`config.mk`:
```
export PLATFORM = sky130hd
export DESIGN_NAME = codificador7a3
export DESIGN_NICKNAME = d
export VERILOG_FILES = /design/src/rtl/codificador7a3.sv
export SDC_FILE = /design/constraint.sdc
export NUM_CORES = 1
export LEC_CHECK = 0
export CAP_MARGIN = 20
export CORE_AREA = 2 2 39 41
export CTS_BUF_LIST = sky130_fd_sc_hd__clkbuf_4 sky130_fd_sc_hd__clkbuf_8 sky130_fd_sc_hd__clkbuf_16
export CTS_CLUSTER_SIZE = 10
export DETAILED_ROUTE_END_ITERATION = 8
export DIE_AREA = 0 0 41 43
export PLACE_DENSITY = 0.54
export SLEW_MARGIN = 30
export SYNTH_ARGS = -nofsm -noshare
export SYNTH_HDL_FRONTEND = slang
export SYNTH_SLANG_ARGS = --single-unit
```
`constraint.sdc`:
```
create_clock -name clk -period 1 [get_ports clk]
set_clock_uncertainty 0.15 [all_clocks]
set_input_delay 0.2 -clock clk [delete_from_list [all_inputs] [get_ports clk]]
set_output_delay 0.2 -clock clk [all_outputs]
set_load 0.02 [all_outputs]
```
`src/rtl/codificador7a3.sv`:
```
// Registered 7-to-3 priority encoder with valid and multiple-hot flags.
// Highest set bit of X wins; all outputs update one clock after capture.
module codificador7a3 (
    input  logic       clk,
    input  logic       rst,
    input  logic       en,
    input  logic [6:0] X,
    output logic [2:0] Salida,
    output logic       Valido,
    output logic       Multiple
);

    logic [6:0] hi;
    logic [2:0] code;
    logic       any;
    logic       multi;

    // Mask off everything below the top set bit so the cases are one-hot.
    always_comb begin
        hi    = 7'd0;
        hi[6] = X[6];
        hi[5] = X[5] & ~X[6];
        hi[4] = X[4] & ~(|X[6:5]);
        hi[3] = X[3] & ~(|X[6:4]);
        hi[2] = X[2] & ~(|X[6:3]);
        hi[1] = X[1] & ~(|X[6:2]);
        hi[0] = X[0] & ~(|X[6:1]);
    end

    always_comb begin
        code = 3'd0;
        unique case (1'b1)
            hi[6]:   code = 3'd6;
            hi[5]:   code = 3'd5;
            hi[4]:   code = 3'd4;
            hi[3]:   code = 3'd3;
            hi[2]:   code = 3'd2;
            hi[1]:   code = 3'd1;
            hi[0]:   code = 3'd0;
            default: code = 3'd0;
        endcase
    end

    assign any   = |X;
    assign multi = |(X & (X - 7'd1));

    always_ff @(posedge clk or posedge rst) begin
        if (rst) begin
            Salida   <= 3'd0;
            Valido   <= 1'b0;
            Multiple <= 1'b0;
        end else if (en) begin
            Salida   <= code;
            Valido   <= any;
            Multiple <= multi;
        end
    end

endmodule

```
==> Yosys cells after proc, flatten, opt, wreduce, memory -nomap -nowiden <==
Cells that the tools add are included.
Widths: inputs -> output; s select.
{ "word_totals": {"output_inout_bits": 5, "input_bits": 10, "word_cells": 22, "register_bits": 5} }
{ "classes": {"addsub": 1, "reduce_logical": 6, "bitwise_logic": 11, "n_mux": 1} }
{ "op_table": {"columns": ["operator", "count"], "rows": [
  ["$pmux 3 s6", 1],
  ["$reduce_or 7->1", 2],
  ["$and 7x7->7", 1],
  ["$sub 7x1->7 const B", 1],
  ["$and 1x1->1", 5],
  ["$not 1->1", 5],
  ["$reduce_or 5->1", 1],
  ["$reduce_or 4->1", 1],
  ["$reduce_or 3->1", 1],
  ["$reduce_or 2->1", 1]
]} }

==> Longest topological paths before layout <==
{ "depth": {"ltp_word": 4, "mapped_depth": 4} }

==> Least setup slack after synthesis <==
OpenSTA, ideal clock, no wires.
{ "synth_timing": {"kind": "in2reg", "startpoint": "in X[1]", "endpoint": "reg Multiple", "setup_slack_ns": -0.066, "cell_stages": 4, "arrival_time_ns": 0.797, "n_path_buf": 0, "cell_sequence": "nor4_2 -> a21oi_1 -> a21oi_1 -> nor2_1"} }
{ "synth_between": {"elab_chain_len": 3} }
{ "synth_rtl": {"columns": ["item", "line_no", "rtl"], "rows": [
  ["start, declared", "7", "input logic [6:0] X,"],
  ["$sub 7x1->7", "45", "assign multi = |(X & (X - 7'd1));"],
  ["$and 7x7->7 (*)", "45", null],
  ["$reduce_or 7->1 (*)", "45", null],
  ["end signal, assigned", "55", "Multiple <= multi;"],
  ["end, declared", "10", "output logic Multiple"]
]} }
Every way passes the cells marked *; elsewhere a longest branch is shown, timed or not.
A chain may end at the register's enable or synchronous reset.

==> Final worst setup path <==
{ "layout_timing": {"startpoint": "reg Multiple", "endpoint": "out Multiple"} }
No word-level cell between the ends.

==> impl_metrics.env <==
export IMPL_status="finished, violations left"
export IMPL_violations="negative setup slack"
export IMPL_rows=14
export IMPL_synthArstFlopShare_pct=100
export IMPL_vias_per_cell=4.48
export IMPL_grtUsageMet3_pct=3.14
export IMPL_seq_area_frac_synth_pct=45.7
export IMPL_use_met1_pct=11.3
export IMPL_seq_area_um2=125
export IMPL_yosys_warnings=0
export IMPL_portBuffers=14
export IMPL_finalCritPeriodShare_pct=111
export IMPL_crit_family="flip-flops"
export IMPL_groute_layer_met2_usage_pct=16.3
export IMPL_ir_drop_mv=0.353
export IMPL_clock_root_buffer="clkbuf_4"
export IMPL_synth_edf_count=0
export IMPL_hp_class="in2async"
export IMPL_slowest_stage="dfrtp_1"
export IMPL_crit_buf_inv=1
export IMPL_drv_cap=0
export IMPL_syn_avg_cell_area_um2=8.30
export IMPL_power_leakage_nw=0.249
export IMPL_p_total_mw=0.659
export IMPL_die_area_mm2=0.00176
export IMPL_relSlewSlack_pct=83.6
export IMPL_grt_overflow_total=0
export IMPL_cts_tree="yes"
export IMPL_h_tree_depth=1
export IMPL_die_y_um=43
export IMPL_ys_types=14
export IMPL_critPathArrivalTime_ps=760
export IMPL_pwr_density_cell_mw_per_mm2=1160
export IMPL_grt_busiest_layer="met2"
export IMPL_crit_path_max_incr_delay_ps=380
export IMPL_rsz0062_at_grt="true"
export IMPL_cts_sinks=5
export IMPL_antenna_found_initial=0
export IMPL_fillCellCount=154
export IMPL_crit_path_start_kind="flip-flop"
export IMPL_nNetsFinal=72
export IMPL_grt_pass1_vias=342
export IMPL_worst_slew_pin_slew_ps=243
export IMPL_utilization_pct=41.1
export IMPL_syn_cell_area_um2=274
export IMPL_max_freq_ghz=0.898
export IMPL_path_clk_slew_ps=40
export IMPL_multi_input_area_um2=175
export IMPL_syn_nets=43
export IMPL_synth_top_area_share_pct=45.7
export IMPL_cp_end_kind="output port"
export IMPL_vias=345
export IMPL_setup_viol=5
export IMPL_yosys_top_cells_area="dfrtp_1 (46%), nor2_1 (11%), a21oi_1 (7.3%)"
export IMPL_syn_inst=33
export IMPL_cts_made_buffers=3
export IMPL_drive_gt1_share_pct=54.1
export IMPL_grt_max_degree=8
export IMPL_drv_slew=0
export IMPL_postRouteWirelength_um=736
export IMPL_cp_required_ps=650
export IMPL_first_pass_iters=1
export IMPL_num_antenna_cells=0
export IMPL_gp_congestion=0.731
export IMPL_drc=0
export IMPL_start_util_pct=19.8
export IMPL_grt_usage_pct=11.2
export IMPL_io_pins=15
export IMPL_core_area_mm2=0.00138
export IMPL_area_growth_pct=108
export IMPL_hpwl_um=579
export IMPL_synth_top_area_cell="dfrtp_1"
export IMPL_cts_buffer_depth=2
export IMPL_path_max_fanout=2
export IMPL_fin_ws_ps=-113
export IMPL_whs_ps=3.76
export IMPL_synth_flop_cell="dfrtp_1"
export IMPL_path_cells="buf_6"
export IMPL_first_iter_violations=0
export IMPL_timing_final_hold_violations=0
export IMPL_ant_nets=0
export IMPL_grt_pass1_wl_um=1240
export IMPL_path_class="reg2out"
export IMPL_finalCriticalPeriod_ps=1110
export IMPL_wl_per_cell_um=9.56
export IMPL_ys_ff_latch=5
export IMPL_clock_latency_ps=250
export IMPL_die_w_um=41
[metal layers]
metal,vias to the layer above,part of all wire [%]
met4,0,3.0
met1,155,42
li1,174,-
met3,3,5.0
met2,13,50
met5,-,0
[state kept, by name (all words and copies together) (netlist names)]
name	count
Salida	3
Multiple	1
Valido	1
[path summary, 6_finish.rpt]
path                                       startpoint  depth (start not counted)                    end  slack, ps
worst max-delay path             Multiple$_DFFE_PP0P_                          1               Multiple       -110
worst min-delay path                              rst                          2   Multiple$_DFFE_PP0P_          4
worst max register to register  Salida[0]$_DFFE_PP0P_                          2  Salida[0]$_DFFE_PP0P_         20
worst min register to register   Multiple$_DFFE_PP0P_                          2   Multiple$_DFFE_PP0P_        370
max in group asynchronous                         rst                          2  Salida[2]$_DFFE_PP0P_        530
min in group clk                                 X[2]                          3  Salida[1]$_DFFE_PP0P_        220
[area by class of cell]
type	count	share of cell area (%)
Sequential cell	5	22.0
Multi-Input combinational cell	24	30.8
Clock buffer	4	5.27
Inverter	3	1.98
Timing Repair Buffer	25	36.5
Tap cell	16	3.52
[placed cells by master, fill, tap and decap left out]
| cell | count |
|---|---|
| clkdlybuf4s50_1 | 1 |
| nor2_4 | 2 |
| dfrtp_1 | 5 |
| buf_4 | 10 |
| o21bai_1 | 1 |
| a21oi_1 | 3 |
| a31oi_1 | 2 |
| nor2_2 | 2 |
| nor3_2 | 1 |
| nor2b_1 | 1 |
| a31o_2 | 1 |
| dlygate4sd2_1 | 4 |
| nor4_4 | 1 |
| a211oi_1 | 1 |
| a21oi_2 | 1 |
| buf_2 | 4 |
| o21ai_0 | 1 |
| o21ai_1 | 2 |
| clkbuf_4 | 4 |
| buf_6 | 6 |
| a211oi_2 | 1 |
| inv_1 | 3 |
| nor2_1 | 4 |
[metrics by stage]
step | cell area (um2) | cells | setup TNS, ps | setup WS (ps)
after CTS | 563 | 77 | -582 | -122
after detailed placement | 520 | 73 | -3890 | -588
after global placement | 520 | 73 | -3800 | -580
final | 569 | 77 | -542 | -113
after global routing | 569 | 77 | -736 | -142
after floorplan | 283 | 33 | -75.4 | -47.2
[report_power, final]
group | total (mW) | internal, mW | switching, mW
sequential | 0.223 | 0.215 | 0.00801
clock | 0.265 | 0.178 | 0.0871
combinational | 0.170 | 0.0902 | 0.0802
[Yosys cell counts (2+ instances only)]
master and n:
nor2_1 8, inv_1 3, a21oi_1 4, dfrtp_1 5, a211oi_1 2, a31oi_1 2, o21ai_0 2
[worst register-to-register path: stages (launching register included)]
cell and delay [ps]:
dfrtp_1 380, nor2b_1 130, a31o_2 200
[cell families after synthesis]
logic type,after synthesis,synth area share [%]
and+or+nand+nor,11,19.6
DFF,5,45.7
AOI/OAI and AO/OA,13,28.8
buffers and inverters,4,5.93
[timing repair]
action | 4_1_cts | 5_1_grt
gates resized for setup | 57 | 4
setup endpoints to repair | 10 | 9
pin swaps | 7 | 6
hold endpoints to repair | 0 | 0
hold buffers | 0 | 0
buffers inserted | 3 | 0
Note: power is estimated with default switching activity, not from simulation.
